File: src/rtl/keypad_scanner_p_if.sv
// rtl/keypad_scanner_p_if.sv - keypad row sense / column drive / key report bundle
interface keypad_scanner_p_if #(
  parameter int ROWS = 4,
  parameter int COLS = 4
) ();
  localparam int KW = $clog2(ROWS * COLS);

  logic [ROWS-1:0] row_d;
  logic [COLS-1:0] col_q;
  logic [KW-1:0]   key_code;
  logic            key_valid;
  logic            key_release;
  logic            key_held;
  logic            multi_key;

  // scanner side
  modport master (
    input  row_d,
    output col_q, key_code, key_valid, key_release, key_held, multi_key
  );

  // keypad / consumer side
  modport slave (
    output row_d,
    input  col_q, key_code, key_valid, key_release, key_held, multi_key
  );
endinterface

File: src/rtl/keypad_scanner_p.sv
// rtl/keypad_scanner_p.sv - column-scanning keypad reader with press/release debounce
module keypad_scanner_p #(
  parameter int ROWS            = 4,
  parameter int COLS            = 4,
  parameter int SCAN_DWELL      = 4,
  parameter int DEBOUNCE_CYCLES = 8
) (
  input  logic                clk,
  input  logic                nrst,
  keypad_scanner_p_if.master  kp
);
  localparam int KW   = $clog2(ROWS * COLS);
  localparam int RW   = $clog2(ROWS);
  localparam int XW   = $clog2(COLS);
  localparam int CMAX = (SCAN_DWELL > DEBOUNCE_CYCLES) ? SCAN_DWELL : DEBOUNCE_CYCLES;
  localparam int CW   = $clog2(CMAX);

  typedef enum logic [1:0] {S_SCAN, S_DEBOUNCE, S_HELD, S_RELEASE} state_t;

  logic [ROWS-1:0] r_sync1, r_row_s, r_pattern, w_pattern;
  state_t          r_state, w_state;
  logic [CW-1:0]   r_cnt, w_cnt;
  logic [XW-1:0]   r_col, w_col, w_col_inc;
  logic [KW-1:0]   r_key_code, w_key_code;
  logic            r_key_valid, w_key_valid;
  logic            r_key_release, w_key_release;
  logic            r_key_held, w_key_held;
  logic            r_multi_key, w_multi_key;
  logic [RW-1:0]   w_row_idx;
  logic            w_multi;

  assign w_col_inc = (r_col == XW'(COLS - 1)) ? '0 : r_col + XW'(1);
  assign w_multi   = |(r_pattern & (r_pattern - ROWS'(1)));

  assign kp.col_q       = COLS'(1) << r_col;
  assign kp.key_code    = r_key_code;
  assign kp.key_valid   = r_key_valid;
  assign kp.key_release = r_key_release;
  assign kp.key_held    = r_key_held;
  assign kp.multi_key   = r_multi_key;

  // two-flop synchronizer; r_row_s is the only row view the FSM uses
  always_ff @(posedge clk or negedge nrst) begin
    if (!nrst) begin
      r_sync1 <= '0;
      r_row_s <= '0;
    end else begin
      r_sync1 <= kp.row_d;
      r_row_s <= r_sync1;
    end
  end

  // lowest set row of the latched pattern picks the reported row
  always_comb begin
    w_row_idx = '0;
    for (int i = ROWS - 1; i >= 0; i--) begin
      if (r_pattern[i]) w_row_idx = RW'(i);
    end
  end

  // state and output registers
  always_ff @(posedge clk or negedge nrst) begin
    if (!nrst) begin
      r_state       <= S_SCAN;
      r_cnt         <= '0;
      r_col         <= '0;
      r_pattern     <= '0;
      r_key_code    <= '0;
      r_key_valid   <= 1'b0;
      r_key_release <= 1'b0;
      r_key_held    <= 1'b0;
      r_multi_key   <= 1'b0;
    end else begin
      r_state       <= w_state;
      r_cnt         <= w_cnt;
      r_col         <= w_col;
      r_pattern     <= w_pattern;
      r_key_code    <= w_key_code;
      r_key_valid   <= w_key_valid;
      r_key_release <= w_key_release;
      r_key_held    <= w_key_held;
      r_multi_key   <= w_multi_key;
    end
  end

  // next-state: scan columns, debounce press, hold, debounce release
  always_comb begin
    w_state       = r_state;
    w_cnt         = r_cnt;
    w_col         = r_col;
    w_pattern     = r_pattern;
    w_key_code    = r_key_code;
    w_multi_key   = r_multi_key;
    w_key_valid   = 1'b0;
    w_key_release = 1'b0;
    // key_held stays up through the release pulse and drops one cycle later
    w_key_held    = r_key_release ? 1'b0 : r_key_held;
    case (r_state)
      S_SCAN: begin
        if (r_cnt == CW'(SCAN_DWELL - 1)) begin
          w_cnt = '0;
          if (r_row_s != '0) begin
            w_pattern = r_row_s;
            w_state   = S_DEBOUNCE;
          end else begin
            w_col = w_col_inc;
          end
        end else begin
          w_cnt = r_cnt + CW'(1);
        end
      end
      S_DEBOUNCE: begin
        if (r_row_s != r_pattern) begin
          w_state = S_SCAN;
          w_cnt   = '0;
          w_col   = w_col_inc;
        end else if (r_cnt == CW'(DEBOUNCE_CYCLES - 1)) begin
          w_state     = S_HELD;
          w_cnt       = '0;
          w_key_valid = 1'b1;
          w_key_held  = 1'b1;
          w_key_code  = KW'(int'(w_row_idx) * COLS + int'(r_col));
          w_multi_key = w_multi;
        end else begin
          w_cnt = r_cnt + CW'(1);
        end
      end
      S_HELD: begin
        // any nonzero change is ignored: no rollover while a key is held
        if (r_row_s == '0) begin
          w_state = S_RELEASE;
          w_cnt   = '0;
        end
      end
      S_RELEASE: begin
        if (r_row_s != '0) begin
          w_state = S_HELD;
          w_cnt   = '0;
        end else if (r_cnt == CW'(DEBOUNCE_CYCLES - 1)) begin
          w_state       = S_SCAN;
          w_cnt         = '0;
          w_col         = w_col_inc;
          w_key_release = 1'b1;
        end else begin
          w_cnt = r_cnt + CW'(1);
        end
      end
      default: begin
        w_state = S_SCAN;
        w_cnt   = '0;
      end
    endcase
  end
endmodule

File: src/flat_wrapper.sv
// flat-port wrapper written by rule: the top's interface ports become plain ports
module keypad_scanner_p_flat 
#(
  parameter int ROWS            = 4,
  parameter int COLS            = 4,
  parameter int SCAN_DWELL      = 4,
  parameter int DEBOUNCE_CYCLES = 8
)
  (clk, nrst, kp_row_d, kp_col_q, kp_key_code, kp_key_valid, kp_key_release, kp_key_held, kp_multi_key);
  keypad_scanner_p_if #(.ROWS(ROWS), .COLS(COLS)) kp_i ();
  input  logic clk;
  input  logic nrst;
  input wire logic [$bits(kp_i.row_d)-1:0] kp_row_d;
  output wire logic [$bits(kp_i.col_q)-1:0] kp_col_q;
  output wire logic [$bits(kp_i.key_code)-1:0] kp_key_code;
  output wire logic [$bits(kp_i.key_valid)-1:0] kp_key_valid;
  output wire logic [$bits(kp_i.key_release)-1:0] kp_key_release;
  output wire logic [$bits(kp_i.key_held)-1:0] kp_key_held;
  output wire logic [$bits(kp_i.multi_key)-1:0] kp_multi_key;
  assign kp_i.row_d = kp_row_d;
  assign kp_col_q = kp_i.col_q;
  assign kp_key_code = kp_i.key_code;
  assign kp_key_valid = kp_i.key_valid;
  assign kp_key_release = kp_i.key_release;
  assign kp_key_held = kp_i.key_held;
  assign kp_multi_key = kp_i.multi_key;
  keypad_scanner_p #(.ROWS(ROWS), .COLS(COLS), .SCAN_DWELL(SCAN_DWELL), .DEBOUNCE_CYCLES(DEBOUNCE_CYCLES)) u_core (.clk(clk), .nrst(nrst), .kp(kp_i));
endmodule
File: config.mk
export PLATFORM = sky130hd
export DESIGN_NAME = keypad_scanner_p_flat
export DESIGN_NICKNAME = d
export VERILOG_FILES = /design/src/rtl/keypad_scanner_p_if.sv /design/src/rtl/keypad_scanner_p.sv /design/src/flat_wrapper.sv
export SDC_FILE = /design/constraint.sdc
export NUM_CORES = 1
export LEC_CHECK = 0
export ABC_AREA = 0
export BUFFER_PORTS_ARGS = -buffer_cell sky130_fd_sc_hd__buf_2
export CAP_MARGIN = 5
export CORE_MARGIN = 4
export CORE_UTILIZATION = 55
export DETAILED_ROUTE_END_ITERATION = 16
export GPL_TIMING_DRIVEN = 0
export PLACE_DENSITY_LB_ADDON = 0.05
export SYNTH_ARGS = -nofsm -noshare
export SYNTH_HDL_FRONTEND = slang
export SYNTH_SLANG_ARGS = --single-unit
File: constraint.sdc
create_clock -name clk -period 2.3 [get_ports clk]
set_input_delay 0.46 -clock clk [delete_from_list [all_inputs] [get_ports clk]]
set_output_delay 0.46 -clock clk [all_outputs]
set_load 0.1 [all_outputs]
==> run summary, run 1 <==
slowest stage delay, CP: 750 ps
Pleak: 0.000695 uW
post-CTS setup buffers: 0
CP max FO: 5
synthesized flop and latch total: 27
net switching power: 780 uW
first-pass GRT wire length: 3.85 mm
filler cell count in the final layout: 183
Initial Util: 57.9%
vias per cell: 5.52
period utilization: 88.0%
worst min-delay path class: primary input to asynchronous set/reset pin
fraction of registers with async set/reset: 100%
Post-route DRC: 0
Routed WL: 2.12 mm
DP HPWL: 1.56 mm
worst r2r src: u_core.r_row_s[1]
FF-to-FF path depth: 4
antenna-violating nets left: 0
fin nets: 141
Layout area overhead: 11.6%
YS warnings: 0
Top Ports: 18
setup TNS: 0 ps
Post-synth EDFFs: 0
outcome: complete, no violations
most common flop cell mapped by yosys: dfrtp_1
Worst-Skew Late Latency: 320 ps
Detailed Routing Iterations Pass 1: 4
Required @ worst endpoint: 2520 ps
routed length per instance: 13.7 um
sequential fraction of the synthesis area: 52.3%
max cap viols: 0
synth top area cells: dfrtp_1 (52%), ha_1 (6.8%), mux2_4 (5.8%), mux2_2 (5.2%), xor2_1 (2.7%)
clock power share: 12.4%
syn nets: 119
CP Data Arrival Time: 2250 ps
CTS tree: done
Finished Cell Area: 0.00144 sq mm
clk root buf: clkbuf_4
crit path launch type: register
combinational group share of total power: 46.5%
PortBufs: 17
Core ar.: 0.00223 sq mm
H-tree depth: 1
RSZ-0062 raised after global routing: no
Crit path buffers/inverters: 0
WL met1: 980 um
chip height: 56.5 um
die area: 0.00319 sq mm
row count: 17
WS Path Type: register to register
PwrDens: 1160 mW/mm^2
crit path time final: 2020 ps
Starting DRT DRC Count: 12
Cell Area, Synth: 0.00129 sq mm
Tot GR Track Use: 14.9%
initial antenna violation count: 0
Hold-fix buffers, CTS: 0
largest area contributor in the netlist: dfrtp_1
ant diodes: 0
met2 wire length: 1.03 mm
die span in x: 56.5 um
GP Congestion: 0.811
Worst slew margin: 44.0%
Routed met3 length: 111 um
final slew viol count: 0
critical-path cell list: nor4_1 -> o211ai_1 -> o21ai_0 -> mux2_2
crit-path leading delay family: simple AND/OR/NAND/NOR gates
PostCTS Resize Cnt: 0
TritonCTS Sinks: 27
vias in the first global route: 881
Highest Clock Rate: 494 MHz
post-place instance area: 0.00141 sq mm
sequential share of power: 41.1%
total congestion overflow: 0
worst reg2reg setup slack: 280 ps
unique cell type count in the Yosys netlist: 35
share of post-route cells with drive strength above 1: 29.1%
via count: 856
largest net degree at the start of global routing: 28
Avg Inst Size Synth: 12.2 sq um
final-report setup violation count: 0
IR drop worst, VDD: 1.05 mV
clock edge transition at the registers on the reported setup and hold paths: 150 ps
final hold viol count: 0
reg2reg end: u_core.r_col[1]
Worst Tran Pin Value: 832 ps
Internal: 889 uW
Net Sw Frac: 46.7%
slowest CP cell: nor4_1
clock buffer depth: 2
top-area cell type share of the netlist area: 52.3%
Layout Skew: 5.01 ps
CTS Buf Count: 3
Worst Setup End Kind: register
highest routed metal layer: met3
Synth Instances: 106
==> cell usage in the layout, fill, tap and decap left out, drive strengths merged, types with 4 or more instances in the layout <==
cell and count:
buf 18, clkbuf 7, dfrtp 27, ha 7, inv 5, mux2 11
nand2b 4, nor2 8, xor2 4
==> cell families after synthesis <==
| logic type | after synthesis | synth area share, % |
|---|---|---|
| AOI/OAI and AO/OA | 16 | 8.62 |
| xor gates and xnor gates | 4 | 2.71 |
| adders and majority gates | 7 | 6.78 |
| buffers and inverters | 10 | 3.48 |
| DFF | 27 | 52.3 |
| muxes | 12 | 11.8 |
| and+or+nand+nor | 30 | 14.3 |
==> power groups by stage <==
stage                     combinational [uW]  clock (uW)  sequential, uW
after global routing                     860         234             707
final                                    776         207             685
after global placement                   755           0             688
after detailed placement                 784           0             697
after CTS                                786         214             686
after floorplan                          685           0             670
==> state kept, by name (all words and copies together) (netlist names) <==
| register | flops |
|---|---|
| u_core.kp.key_valid | 1 |
| u_core.kp.key_release | 1 |
| u_core.kp.key_held | 1 |
| u_core.r_cnt | 3 |
| u_core.r_sync1 | 4 |
| u_core.r_col | 2 |
| u_core.r_pattern | 4 |
| u_core.r_state | 2 |
| u_core.kp.multi_key | 1 |
| u_core.kp.key_code | 4 |
| u_core.r_row_s | 4 |
==> how the worst max path moves through the flow <==
stage / from / to / depth (start not counted)
after global placement: u_core.r_row_s[1] / u_core.r_col[1] / 4
after floorplan: u_core.r_pattern[3] / u_core.kp.key_code[0] / 5
after CTS: u_core.r_row_s[1] / u_core.r_col[1] / 4
after detailed placement: u_core.r_row_s[1] / u_core.r_col[1] / 4
final: u_core.r_row_s[1] / u_core.r_col[1] / 4
after global routing: u_core.r_row_s[1] / u_core.r_col[1] / 4
==> cells in the mapped netlist (3+ instances only) <==
library cell / instances
clkbuf_1: 4
nor3_1: 3
ha_1: 7
mux2_2: 6
a31oi_1: 3
nor2_1: 8
mux2_4: 5
inv_1: 5
dfrtp_1: 27
xor2_1: 4
nand2b_1: 4
nand2_1: 3
==> stage by stage <==
stage / setup slack (ps) / utilization [%] / cells / total power, uW / hold WS, ps
global route: 136 / 64.6 / 155 / 1800 / 133
detailed placement: 326 / 63.2 / 151 / 1480 / 336
CTS: 271 / 64.6 / 155 / 1690 / 124
global placement: 317 / 63.2 / 151 / 1440 / 332
floorplan: 528 / - / 106 / 1350 / 164
finish: 275 / 64.6 / 155 / 1670 / 116
==> worst register-to-register path, delay by kind of cell (launching register included) <==
| family | cells | cell delay (ps) |
|---|---|---|
| multiplexers | 1 | 380 |
| flip-flops | 1 | 450 |
| AND/OR/NAND/NOR | 1 | 750 |
| AO/OA/AOI/OAI | 2 | 350 |
==> routing by layer <==
metal	vias to the layer above	track usage [%]
met2	21	26.7
met3	0	4.37
met1	416	17.8
met4	0	2.03
met5	-	0
li1	419	-
==> final cells by class <==
cell class	instances	area (sq um)	area share, %
clock buffer	3	22.5	1.56
buffer	5	26.3	1.82
timing repair buffer	17	85.1	5.90
clock inverter	1	7.51	0.520
multi-input combinational	69	572	39.6
inverter	5	18.8	1.30
sequential	27	676	46.8
tap	28	35.0	2.43
(Power assumes the default switching activity.)
==> run 2, diff against run 1 <==
Settings changed: CELL_PAD_IN_SITES_DETAIL_PLACEMENT set to 1, CELL_PAD_IN_SITES_GLOBAL_PLACEMENT set to 2, CORE_UTILIZATION 55 to 37, SKIP_LAST_GASP set to 1.
==> run 2 against run 1 <==
Effect of this change:
- sequential power increased by 0.7%
- first-iteration DRC count increased by 17%
- hold slack got worse by 12 ps
- critical path type unchanged
- highest routed layer is now met4
==> run summary, run 2 (same netlist as run 1, synthesis figures left out) <==
outcome: complete, no violations (unchanged)
Detailed Routing Iterations Pass 1: 4 (unchanged)
Layout Skew: 3.31 ps (was 5.01 ps)
max cap viols: 0 (unchanged)
Initial Util: 38.4% (was 57.9%)
post-CTS setup buffers: 0 (unchanged)
die span in x: 67.1 um (was 56.5 um)
critical-path cell list: xor2_1 -> nor4_4 -> and4b_1 -> buf_6 -> mux2_4 (was nor4_1 -> o211ai_1 -> o21ai_0 -> mux2_2)
CTS Buf Count: 3 (unchanged)
Finished Cell Area: 0.00147 sq mm (was 0.00144 sq mm)
Starting DRT DRC Count: 14 (was 12)
total congestion overflow: 0 (unchanged)
met1 global-route usage: 16.5% (was 17.8%)
largest net degree at the start of global routing: 28 (unchanged)
Hold-fix buffers, CTS: 0 (unchanged)
crit-path leading delay family: simple AND/OR/NAND/NOR gates (unchanged)
Crit path buffers/inverters: 1 (was 0)
final hold viol count: 0 (unchanged)
slowest CP cell: nor4_4 (was nor4_1)
combinational group share of total power: 46.2% (was 46.5%)
Worst Setup End Kind: register (unchanged)
ant diodes: 0 (unchanged)
clk root buf: clkbuf_4 (unchanged)
filler cell count in the final layout: 384 (was 183)
Worst Tran Pin Value: 594 ps (was 832 ps)
crit path time final: 2010 ps (was 2020 ps)
DP HPWL: 1.75 mm (was 1.56 mm)
Post-route DRC: 0 (unchanged)
slowest stage delay, CP: 510 ps (was 750 ps)
PwrDens: 1140 mW/mm^2 (was 1160 mW/mm^2)
Highest Clock Rate: 497 MHz (was 494 MHz)
via count: 860 (was 856)
fin nets: 141 (unchanged)
crit path launch type: register (unchanged)
share of post-route cells with drive strength above 1: 29.9% (was 29.1%)
sequential share of power: 41.0% (was 41.1%)
final worst slack: 289 ps (was 275 ps)
global route hottest layer: met2 (unchanged)
commonest cells after routing, fill and taps aside: dfrtp_1 (27), buf_2 (17), nor2_1 (8), ha_1 (7), mux2_2 (6) (unchanged)
clock power share: 12.8% (was 12.4%)
H-tree depth: 1 (unchanged)
DP Worst Slack: 250 ps (was 326 ps)
CTS tree: done (unchanged)
chip height: 67.1 um (was 56.5 um)
setup TNS: 0 ps (unchanged)
TritonCTS Sinks: 27 (unchanged)
first-pass GRT wire length: 4.17 mm (was 3.85 mm)
final slew viol count: 0 (unchanged)
post-place instance area: 0.00144 sq mm (was 0.00141 sq mm)
Worst-Skew Late Latency: 330 ps (was 320 ps)
Core ar.: 0.00336 sq mm (was 0.00223 sq mm)
PortBufs: 17 (unchanged)
initial antenna violation count: 0 (unchanged)
Routed WL: 2.40 mm (was 2.12 mm)
Pleak: 0.000695 uW (about the same)
Required @ worst endpoint: 2530 ps (was 2520 ps)
met3 usage: 2.53% (was 4.37%)
CP max FO: 8 (was 5)
RSZ-0062 raised after global routing: no (unchanged)
GP Congestion: 0.808 (was 0.811)
period utilization: 87.4% (was 88.0%)
vias in the first global route: 880 (was 881)
Internal: 889 uW (about the same)
Tot GR Track Use: 12.2% (was 14.9%)
routed length per instance: 13.9 um (was 13.7 um)
clock edge transition at the registers on the reported setup and hold paths: 150 ps (about the same)
die area: 0.00450 sq mm (was 0.00319 sq mm)
Top Ports: 18 (unchanged)
Net Sw Frac: 47.2% (was 46.7%)
Final Util: 43.8% (was 64.6%)
most common cell after layout, fill and taps aside: dfrtp_1 (unchanged)
row count: 21 (was 17)
IR drop worst, VDD: 0.321 mV (was 1.05 mV)
worst min-delay path class: primary input to asynchronous set/reset pin (unchanged)
Layout area overhead: 13.8% (was 11.6%)
met2 usage: 19.8% (was 26.7%)
Design Power: 1680 uW (was 1670 uW)
WS Path Type: register to register (unchanged)
PostCTS Resize Cnt: 0 (unchanged)
antenna-violating nets left: 0 (unchanged)
vias per cell: 4.97 (was 5.52)
final-report setup violation count: 0 (unchanged)
net switching power: 794 uW (was 780 uW)
clock buffer depth: 2 (unchanged)
CP Data Arrival Time: 2240 ps (was 2250 ps)
Worst slew margin: 60.4% (was 44.0%)
[run 2: cell counts in the layout (fill, tap and decap cells not counted)]
No cell type changed its count.
[run 2: stage by stage]
stage	hold WS (ps)	cells
after floorplan	164	106
after global placement	331	169
after detailed placement	336	169
after CTS	127	173
after global routing	145	173
final	104	173
[run 2: worst register-to-register path: stages (launching register included)]
cell and delay, ps:
dfrtp_1 490, xor2_1 200, nor4_4 510, and4b_1 290, buf_6 140, mux2_4 300
[run 2: cell type report]
class	instances	area, sq um	share of cell area, %
Timing Repair Buffer	17	85.1	5.78
Inverter	5	18.8	1.28
Clock inverter	1	7.51	0.510
Tap cell	46	57.6	3.91
Sequential cell	27	676	45.9
Clock buffer	3	22.5	1.53
Buffer	5	26.3	1.79
Multi-Input combinational cell	69	578	39.3
[run 2: path summary, 6_finish.rpt]
| kind | start | endpoint | slack [ps] | depth (start not counted) |
|---|---|---|---|---|
| max reg2reg | u_core.r_pattern[3] | u_core.kp.key_code[3] | 290 | 5 |
| min reg2reg | u_core.r_sync1[3] | u_core.r_row_s[3] | 370 | 0 |
| min in group clk | kp_row_d[0] | u_core.r_sync1[0] | 220 | 1 |
| max in group asynchronous | nrst | u_core.r_cnt[1] | 1800 | 1 |
| min | nrst | u_core.r_cnt[2] | 100 | 1 |
| max | u_core.r_pattern[3] | u_core.kp.key_code[3] | 290 | 5 |
[run 2: per-layer routing]
layer | wire length [um] | vias up
met1 | 1150 | 416
met3 | 133 | 2
met2 | 1100 | 20
met4 | 15 | 0
li1 | - | 422
met5 | 0 | -
[run 2: power groups by stage]
stage               Sequential, uW  Clock [uW]  Combinational [uW]
finish                         690         215                 778
detailed placement             700           0                 790
CTS                            689         229                 792
global route                   716         249                 853
floorplan                      670           0                 685
global placement               693           0                 771
==> run 3, diff against run 2 <==
Settings changed: BUFFER_PORTS_ARGS -buffer_cell sky130_fd_sc_hd__buf_2 to not set, CORE_UTILIZATION 37 to 41, DONT_BUFFER_PORTS set to 1.
==> run 3 against run 2 <==
Effect of this change:
- setup slack lost 140 ps
- sequential share of layout area grew 2.1 points
- clock power is essentially flat
- final cell count shrank 9.8%
- first-iteration DRC count grew 86%
- utilization grew 2.7 points
- wire length shrank 1.1%
- combinational power shrank 0.5%
- non-clock buffer count shrank 15
- cell area shrank 4.3%
- clock skew grew 2.8 ps
- global-route usage grew 1.1 points
- critical path type is now register to primary output
- largest power group unchanged
==> run summary, run 3 (same netlist as run 1, synthesis figures left out) <==
outcome: complete, no violations (unchanged)
Worst Tran Pin Value: 1000 ps (was 594 ps)
Initial Util: 42.7% (was 38.4%)
die area: 0.00411 sq mm (was 0.00450 sq mm)
chip height: 64.1 um (was 67.1 um)
worst r2r src: u_core.r_row_s[1] (was u_core.r_pattern[3])
Starting DRT DRC Count: 26 (was 14)
final-report setup violation count: 0 (unchanged)
Required @ worst endpoint: 1840 ps (was 2530 ps)
vias in the first global route: 899 (was 880)
Core ar.: 0.00303 sq mm (was 0.00336 sq mm)
reg2reg end: u_core.r_col[1] (was u_core.kp.key_code[3])
Detailed Routing Iterations Pass 1: 4 (unchanged)
setup TNS: 0 ps (unchanged)
filler cell count in the final layout: 319 (was 384)
post-place instance area: 0.00135 sq mm (was 0.00144 sq mm)
first-pass GRT wire length: 4.23 mm (was 4.17 mm)
Routed WL: 2.38 mm (was 2.40 mm)
FF-to-FF path depth: 4 (was 5)
hold path depth: 0
Worst Setup End Kind: primary output (was register)
Worst slew margin: 33.4% (was 60.4%)
most common cell after layout, fill and taps aside: dfrtp_1 (unchanged)
die span in x: 64.1 um (was 67.1 um)
clk root buf: clkbuf_4 (unchanged)
IR drop worst, VDD: 0.376 mV (was 0.321 mV)
clock buffer depth: 2 (unchanged)
period utilization: 93.5% (was 87.4%)
WHS Endpoint: u_core.r_sync1[2]
PortBufs: 0 (was 17)
CTS tree: done (unchanged)
Worst-Skew Late Latency: 330 ps (about the same)
Worst Setup SP: u_core.r_col[0] (was u_core.r_pattern[3])
crit path time final: 2150 ps (was 2010 ps)
WS Path Type: register to primary output (was register to register)
hold path start: kp_row_d[2]
largest net degree at the start of global routing: 28 (unchanged)
DP HPWL: 1.73 mm (was 1.75 mm)
CP Data Arrival Time: 1690 ps (was 2240 ps)
net switching power: 790 uW (was 794 uW)
commonest cells after routing, fill and taps aside: dfrtp_1 (27), nor2_1 (8), ha_1 (7), mux2_2 (6) (was dfrtp_1 (27), buf_2 (17), nor2_1 (8), ha_1 (7), mux2_2 (6))
slowest CP cell: ha_1 (was nor4_4)
H-tree depth: 1 (unchanged)
CP max FO: 6 (was 8)
via count: 810 (was 860)
Design Power: 1680 uW (about the same)
Pleak: 0.000625 uW (was 0.000695 uW)
Net Sw Frac: 47.0% (was 47.2%)
combinational group share of total power: 46.0% (was 46.2%)
ant diodes: 0 (unchanged)
sequential share of power: 41.2% (was 41.0%)
slowest stage delay, CP: 800 ps (was 510 ps)
final hold viol count: 0 (unchanged)
Finished Cell Area: 0.00141 sq mm (was 0.00147 sq mm)
initial antenna violation count: 0 (unchanged)
total congestion overflow: 0 (unchanged)
row count: 20 (was 21)
PwrDens: 1190 mW/mm^2 (was 1140 mW/mm^2)
Layout area overhead: 8.91% (was 13.8%)
Internal: 890 uW (was 889 uW)
Highest Clock Rate: 465 MHz (was 497 MHz)
TritonCTS Sinks: 27 (unchanged)
Tot GR Track Use: 13.3% (was 12.2%)
GP Congestion: 0.709 (was 0.808)
critical-path cell list: inv_1 -> ha_1 (was xor2_1 -> nor4_4 -> and4b_1 -> buf_6 -> mux2_4)
RSZ-0062 raised after global routing: no (unchanged)
worst reg2reg setup slack: 220 ps (was 290 ps)
clock power share: 12.7% (was 12.8%)
routed length per instance: 15.2 um (was 13.9 um)
fin nets: 126 (was 141)
final slew viol count: 0 (unchanged)
Post-route DRC: 0 (unchanged)
PostCTS Resize Cnt: 0 (unchanged)
worst min-delay path class: primary input to register (was primary input to asynchronous set/reset pin)
Layout Skew: 6.12 ps (was 3.31 ps)
vias per cell: 5.19 (was 4.97)
CTS Buf Count: 3 (unchanged)
share of post-route cells with drive strength above 1: 18.8% (was 29.9%)
antenna-violating nets left: 0 (unchanged)
max cap viols: 0 (unchanged)
crit path launch type: register (unchanged)
clock edge transition at the registers on the reported setup and hold paths: 150 ps (about the same)
Top Ports: 18 (unchanged)
-- run 3: cell count changes in the layout (fill, tap and decap cells not counted), sizes merged --
cell | before | now
dlygate4sd3 | 0 | 1
buf | 18 | 2
-- run 3: worst max-delay path, delay by kind of cell (launching register included) --
kind | cells | cell delay (ps)
flops | 1 | 460
buf+inv | 1 | 100
fa+ha+maj | 1 | 800
-- run 3: power by group through the flow --
stage	logic, uW	clock network [uW]	registers, uW
after floorplan	685	0	670
after global placement	745	0	698
after detailed placement	766	0	706
after CTS	782	230	696
after global routing	843	253	721
final	774	214	693
-- run 3: what timing repair did --
item / 4_1_cts / 5_1_grt
setup endpoints to repair: 0 / 0
setup buffers: 0 / 0
endpoints found under the hold margin: 27 / 0
hold buffers: 2 / 0
-- run 3: how the worst max path moves through the flow --
| stage | depth (start not counted) | endpoint | slack, ps |
|---|---|---|---|
| global placement | 4 | u_core.r_col[1] | 220 |
| finish | 2 | kp_col_q[2] | 150 |
| detailed placement | 4 | u_core.r_col[1] | 270 |
| global route | 2 | kp_col_q[2] | 30 |
| floorplan | 5 | u_core.kp.key_code[0] | 530 |
| CTS | 2 | kp_col_q[2] | 120 |
-- run 3: final cells by class --
| class | count | area (sq um) | share of cell area, % |
|---|---|---|---|
| multi-input combinational | 69 | 572 | 40.6 |
| buffer | 5 | 26.3 | 1.87 |
| clock inverter | 1 | 7.51 | 0.533 |
| sequential | 27 | 676 | 48.0 |
| clock buffer | 3 | 22.5 | 1.60 |
| tap | 44 | 55.1 | 3.91 |
| inverter | 5 | 18.8 | 1.33 |
| timing repair buffer | 2 | 30.0 | 2.13 |
-- run 3: metal layers --
metal / vias to the layer above / GRT usage [%] / part of all wire (%)
met5: - / 0 / 0
met4: 0 / 3.96 / 1.0
met3: 4 / 4.22 / 5.0
met2: 22 / 21.2 / 47
met1: 398 / 17.3 / 47
li1: 386 / - / -
-- run 3: per-stage QoR --
stage / utilization [%] / instances / setup WS (ps) / hold WS, ps
after detailed placement: 44.5 / 150 / 267 / 165
after global placement: 44.5 / 150 / 216 / 165
after CTS: 46.5 / 156 / 115 / 114
after global routing: 46.5 / 156 / 30.0 / 87.6
final: 46.5 / 156 / 149 / 132
after floorplan: - / 106 / 528 / 164
